--- config.mk ---
export PLATFORM = sky130hd
export DESIGN_NAME = bus_arbiter_2to1
export DESIGN_NICKNAME = d
export VERILOG_FILES = /design/src/rtl/cpu_defs.sv /design/src/rtl/bus_arbiter_2to1.sv
export SDC_FILE = /design/constraint.sdc
export NUM_CORES = 1
export LEC_CHECK = 0
export CELL_PAD_IN_SITES_DETAIL_PLACEMENT = 1
export CELL_PAD_IN_SITES_GLOBAL_PLACEMENT = 2
export CORE_ASPECT_RATIO = 0.9
export CORE_UTILIZATION = 10
export DETAILED_ROUTE_END_ITERATION = 8
export PLACE_DENSITY = 0.95
export SLEW_MARGIN = 0
export SYNTH_ARGS = -nofsm -noshare
export SYNTH_HDL_FRONTEND = slang
export SYNTH_SLANG_ARGS = --single-unit
--- constraint.sdc ---
create_clock -name i_clk -period 2.9 [get_ports i_clk]
set_clock_uncertainty 0.05 [all_clocks]
set_input_delay 0.435 -clock i_clk [delete_from_list [all_inputs] [get_ports i_clk]]
set_output_delay 0.435 -clock i_clk [all_outputs]
set_load 0.05 [all_outputs]
--- src/rtl/cpu_defs.sv ---
// Shared bus definitions for the core's instruction/data masters and the
// single memory slave port: arbiter state encoding, request bundle, widths.
package cpu_defs;

  localparam int BUS_ADDR_W = 32;
  localparam int BUS_DATA_W = 32;
  localparam int BUS_MASK_W = BUS_DATA_W / 8;

  typedef enum logic [1:0] {
    IDLE      = 2'd0,
    INST_BUSY = 2'd1,
    DATA_BUSY = 2'd2
  } ArbState_t;

  typedef struct packed {
    logic                  read;
    logic                  write;
    logic [BUS_ADDR_W-1:0] address;
    logic [BUS_DATA_W-1:0] data_wr;
    logic [BUS_MASK_W-1:0] mask;
  } BusReq_t;

  // A master has a request outstanding whenever either strobe is high.
  function automatic logic req_pending(input BusReq_t req);
    return req.read | req.write;
  endfunction

endpackage

--- src/rtl/bus_arbiter_2to1.sv ---
// bus_arbiter_2to1: shares one non-split memory slave port between the
// instruction-fetch master and the data-access master. Data wins arbitration;
// the granted master's request is forwarded combinationally and owns the
// slave until it completes (request high with mem_stall low) or withdraws.
// Arbitration is registered, so every completion is followed by one IDLE cycle.
//
// Build option: define ARB_STARVE_GUARD_EN to add the instruction
// anti-starvation counter; after STARVE_LIMIT consecutive data grants taken
// while an instruction request waits, the instruction master wins once.
module bus_arbiter_2to1
  import cpu_defs::*;
#(
  parameter int STARVE_LIMIT = 4
) (
  input  logic                  i_clk,
  input  logic                  i_rst,
  // instruction master
  input  logic                  i_ibus_read,
  input  logic                  i_ibus_write,
  input  logic [BUS_ADDR_W-1:0] i_ibus_address,
  input  logic [BUS_DATA_W-1:0] i_ibus_data_wr,
  input  logic [BUS_MASK_W-1:0] i_ibus_mask,
  output logic [BUS_DATA_W-1:0] o_ibus_data_rd,
  output logic                  o_ibus_stall,
  // data master
  input  logic                  i_dbus_read,
  input  logic                  i_dbus_write,
  input  logic [BUS_ADDR_W-1:0] i_dbus_address,
  input  logic [BUS_DATA_W-1:0] i_dbus_data_wr,
  input  logic [BUS_MASK_W-1:0] i_dbus_mask,
  output logic [BUS_DATA_W-1:0] o_dbus_data_rd,
  output logic                  o_dbus_stall,
  // shared slave
  output logic                  o_mem_read,
  output logic                  o_mem_write,
  output logic [BUS_ADDR_W-1:0] o_mem_address,
  output logic [BUS_DATA_W-1:0] o_mem_data_wr,
  output logic [BUS_MASK_W-1:0] o_mem_mask,
  input  logic [BUS_DATA_W-1:0] i_mem_data_rd,
  input  logic                  i_mem_stall,
  // observability
  output logic                  o_grant_inst,
  output logic                  o_grant_data
);

  BusReq_t   w_ireq;
  BusReq_t   w_dreq;
  BusReq_t   w_sel_req;
  logic      w_ipend;
  logic      w_dpend;
  logic      w_inst_owner;
  logic      w_data_owner;
  logic      w_starve_hit;
  ArbState_t r_state;
  ArbState_t w_state_nxt;
  logic      r_grant_inst;
  logic      r_grant_data;

  assign w_ireq  = {i_ibus_read, i_ibus_write, i_ibus_address, i_ibus_data_wr, i_ibus_mask};
  assign w_dreq  = {i_dbus_read, i_dbus_write, i_dbus_address, i_dbus_data_wr, i_dbus_mask};
  assign w_ipend = req_pending(w_ireq);
  assign w_dpend = req_pending(w_dreq);

`ifdef ARB_STARVE_GUARD_EN
  localparam logic [3:0] STARVE_LIMIT_C = 4'(STARVE_LIMIT);

  logic [3:0] r_starve_cnt;

  assign w_starve_hit = (r_starve_cnt == STARVE_LIMIT_C);

  // Count data grants taken over a waiting fetch; any fetch grant or idle fetch clears it.
  always_ff @(posedge i_clk) begin
    if (i_rst) begin
      r_starve_cnt <= 4'd0;
    end else if (r_state == IDLE) begin
      if (!w_ipend || (w_state_nxt == INST_BUSY)) begin
        r_starve_cnt <= 4'd0;
      end else if ((w_state_nxt == DATA_BUSY) && (r_starve_cnt != STARVE_LIMIT_C)) begin
        r_starve_cnt <= r_starve_cnt + 4'd1;
      end else begin
        r_starve_cnt <= r_starve_cnt;
      end
    end else begin
      r_starve_cnt <= r_starve_cnt;
    end
  end
`else
  assign w_starve_hit = 1'b0;
`endif

  // State and grant registers; grants mirror the state being entered.
  always_ff @(posedge i_clk) begin
    if (i_rst) begin
      r_state      <= IDLE;
      r_grant_inst <= 1'b0;
      r_grant_data <= 1'b0;
    end else begin
      r_state      <= w_state_nxt;
      r_grant_inst <= (w_state_nxt == INST_BUSY);
      r_grant_data <= (w_state_nxt == DATA_BUSY);
    end
  end

  // Next-state: arbitrate in IDLE, leave BUSY on completion or on withdrawal.
  always_comb begin
    w_state_nxt = r_state;
    case (r_state)
      IDLE: begin
        if (w_ipend && w_starve_hit) begin
          w_state_nxt = INST_BUSY;
        end else if (w_dpend) begin
          w_state_nxt = DATA_BUSY;
        end else if (w_ipend) begin
          w_state_nxt = INST_BUSY;
        end else begin
          w_state_nxt = IDLE;
        end
      end
      INST_BUSY: begin
        if (!w_ipend || !i_mem_stall) begin
          w_state_nxt = IDLE;
        end else begin
          w_state_nxt = INST_BUSY;
        end
      end
      DATA_BUSY: begin
        if (!w_dpend || !i_mem_stall) begin
          w_state_nxt = IDLE;
        end else begin
          w_state_nxt = DATA_BUSY;
        end
      end
      default: begin
        w_state_nxt = IDLE;
      end
    endcase
  end

  // Output select: forward the owner's request; nothing reaches the slave in IDLE or reset.
  always_comb begin
    w_sel_req    = '0;
    w_inst_owner = 1'b0;
    w_data_owner = 1'b0;
    if (i_rst) begin
      w_sel_req    = '0;
      w_inst_owner = 1'b0;
      w_data_owner = 1'b0;
    end else begin
      case (r_state)
        INST_BUSY: begin
          w_sel_req    = w_ireq;
          w_inst_owner = 1'b1;
        end
        DATA_BUSY: begin
          w_sel_req    = w_dreq;
          w_data_owner = 1'b1;
        end
        default: begin
          w_sel_req    = '0;
          w_inst_owner = 1'b0;
          w_data_owner = 1'b0;
        end
      endcase
    end
  end

  // A master issuing read and write together is treated as a write.
  assign o_mem_read     = w_sel_req.read & ~w_sel_req.write;
  assign o_mem_write    = w_sel_req.write;
  assign o_mem_address  = w_sel_req.address;
  assign o_mem_data_wr  = w_sel_req.data_wr;
  assign o_mem_mask     = w_sel_req.mask;

  assign o_ibus_stall   = w_ipend & ~(w_inst_owner & ~i_mem_stall);
  assign o_dbus_stall   = w_dpend & ~(w_data_owner & ~i_mem_stall);
  assign o_ibus_data_rd = w_inst_owner ? i_mem_data_rd : 32'h0000_0000;
  assign o_dbus_data_rd = w_data_owner ? i_mem_data_rd : 32'h0000_0000;

  assign o_grant_inst   = r_grant_inst;
  assign o_grant_data   = r_grant_data;

endmodule

==> impl_metrics.yaml <==
layout:
  area_growth_pct: 300
  utilization_pct: 41.7
  nets: 735
  drive_above_1_share_pct: 27.4
  diodes: 0
  fillers: 1662
global_routing:
  grt.total_usage_pct: 15.8
  antenna_found_initial: 0
  grt_pass1_vias: 3395
  grt_max_degree: 59
  gr-total-overflow: 0
  grt_pass1_wl_um: 19700
cts:
  cts.sinks: 4
  h-tree-depth: 1
  hold_buffers: 0
  cts_tree: "yes"
  cts_resized: 0
  cts.clk_slew.worst_paths_ns: 0.03
  post-cts-setup-buffer-count: 0
  cts-root-buf: "clkbuf_16"
  cts_buffers: 3
  clock_latency_ns: 0.22
  clockBufferDepth: 2
synth:
  ys_types: 19
  synth-xor-area-share_pct: 0
  synthAdderAreaFrac_pct: 3.20
  ys_seq_elements: 4
  yosys_warnings: 0
  syn-num-nets: 439
  synth_top_family_by_area: "simple AND/OR/NAND/NOR gates"
  synth_compound_area_share_pct: 35.6
  synth-simple-area-share_pct: 46.6
  synth_seq_area_share_pct: 5.12
  synth_mux_area_share_pct: 0
  syn_inst: 260
  synth_area_mm2: 0.00156
  avgSynthCellArea_um2: 6.01
floorplanning:
  die_x_um: 134
  fp.dieArea_mm2: 0.0161
  start_util_pct: 10.4
  die_height_um: 121
  num_rows: 42
  core_mm2: 0.0150
  io_pins: 313
critical_path:
  required_ns: 2.41
  cp_max_fo: 36
  worstSetupEndpointType: "output port"
  ff2ff_setup_slack_ns: 1.45
  timing.rr.end: "o_grant_inst$_SDFF_PP0_"
  crit_arrival_ns: 2.08
  rr_worst_depth: 5
  start_kind: "flip-flop"
  rr_startpoint: "r_state[0]$_SDFF_PP0_"
  path_class: "reg -> out"
worst_hold_path:
  worst_hold_startpoint: "r_state[1]$_SDFF_PP0_"
  worstHoldPathType: "reg -> reg"
  hold_end: "r_state[1]$_SDFF_PP0_"
  min_path_cells: 2
detailed_routing:
  vias: 3212
  drt_iter0_markers: 123
  totalWireLength_um: 13500
  antenna_left: 0
  dr.pass1.iters: 4
  via_per_inst: 4.27
  wl_per_cell_um: 17.9
  drc_errors: 0
placement:
  numPortBuffers: 312
  hpwl_um: 11500
  gp_congestion: 0.856
power_and_ir_drop:
  ir_drop_uv: 116
  power_density_mw_per_mm2: 185
  p_int_uw: 701
  pwr-share-seq_pct: 5.3
  p_sw_share_pct: 39.4
  p_switching_uw: 455
  leakagePower_uw: 0.00232
  comb_power_share_pct: 76.1
  power_frac_clock_pct: 18.5
job:
  maxCapViolCount: 0
timing:
  slew_headroom_pct: 59.7
  period_share_pct: 88.6
  tns_ns: 0
  tightest_slew_ns: 0.603
  hold_violations: 0
  report.final.slew_viol_count: 0
  rsz0062_at_grt: "no"
  setup_violations: 0
  fmax_ghz: 0.389
  period_minus_slack_ns: 2.57
outcome:
  status: "finished, final reports clean"
## critical path, stage by stage (launching register included)
cell	delay [ns]
dfxtp_1	0.32
inv_1	0.09
ha_2	0.37
buf_12	0.26
buf_4	0.27
a22oi_1	0.13
nor2_1	0.22
buf_12	0.18
## power groups by stage
| stage | Clock (uW) | Combinational, uW | Sequential, uW |
|---|---|---|---|
| 3_5_place_dp | 0 | 886 | 62.4 |
| 3_3_place_gp | 0 | 864 | 62.1 |
| 6_report | 214 | 881 | 61.7 |
| 4_1_cts | 218 | 890 | 61.7 |
| 2_1_floorplan | 0 | 342 | 68.6 |
| 5_1_grt | 221 | 924 | 62.1 |
## Yosys cell counts, drive strengths merged
master / instances / area (um^2)
a21oi: 3 / 15.0
a22oi: 71 / 533
and2: 64 / 400
and2b: 2 / 15.0
buf: 16 / 78.8
clkbuf: 14 / 57.6
dfxtp: 4 / 80.1
ha: 4 / 50.1
inv: 3 / 11.3
nand2b: 1 / 6.26
nor2: 72 / 270
nor3: 2 / 10.0
nor3b: 1 / 7.51
nor4: 1 / 12.5
o31a: 1 / 8.76
or3: 1 / 6.26
## placed cells by master (no fill, tap or decap)
cell,n
ha_2,2
nor2_1,72
ha_1,2
nor3b_1,1
a22oi_1,71
and2b_1,2
nor3_1,2
or3_1,1
a21oi_1,3
buf_12,131
o31a_1,1
buf_4,14
and2_1,64
clkdlybuf4s50_1,176
clkbuf_16,3
dfxtp_1,4
inv_1,3
nor4_2,1
nand2b_2,1
## metrics by stage
step / instances / setup slack (ns) / hold slack, ns / instance area (um^2) / total power, uW
6_report: 752 / 0.332 / 0.670 / 6250 / 1160
5_1_grt: 752 / 0.213 / 0.710 / 6250 / 1210
4_1_cts: 752 / 0.329 / 0.671 / 6250 / 1170
3_5_place_dp: 749 / 0.399 / 0.663 / 6170 / 949
3_3_place_gp: 749 / 0.451 / 0.642 / 6170 / 926
2_1_floorplan: 260 / 0.173 / 0.466 / 1560 / 411
## logic make-up (layout without fill, tap and decap cells)
group                    after synthesis  in the layout
AND/OR/NAND/NOR                      144            144
AO/OA/AOI/OAI                         75             75
buffers and inverters                 33            327
adder cells (fa/ha/maj)                4              4
flip-flops                             4              4
## metal layers
layer  wire length, um  share of wire, %  vias up  track usage, %
li1                  -                 -     1493               -
met3              1010               7.5        6            3.06
met4               121              0.90        0            3.13
met5                 0                 0        -               0
met2              7500                56      178            31.7
met1              4870                36     1535            16.9
## layout make-up
| type | instances | area [um^2] | area share (%) |
|---|---|---|---|
| Inverter | 3 | 11.3 | 0.180 |
| Tap cell | 198 | 248 | 3.97 |
| Sequential cell | 4 | 80.1 | 1.28 |
| Timing Repair Buffer | 321 | 4490 | 71.9 |
| Clock buffer | 3 | 75.1 | 1.20 |
| Multi-Input combinational cell | 223 | 1340 | 21.5 |
## flip-flops by register name (all words and copies together) (netlist names)
signal        count
o_grant_inst      1
r_state           2
o_grant_data      1
## worst max-delay path by stage
| stage | endpoint | slack, ns | start |
|---|---|---|---|
| finish | o_mem_address[0] | 0.33 | r_state[0]$_SDFF_PP0_ |
| global placement | o_mem_address[15] | 0.45 | i_rst |
| global route | o_mem_address[0] | 0.21 | r_state[0]$_SDFF_PP0_ |
| CTS | o_mem_address[0] | 0.33 | r_state[0]$_SDFF_PP0_ |
| floorplan | o_mem_read | 0.17 | r_state[0]$_SDFF_PP0_ |
| detailed placement | o_mem_address[22] | 0.40 | i_rst |
Note: power is estimated with default switching activity, not from simulation.
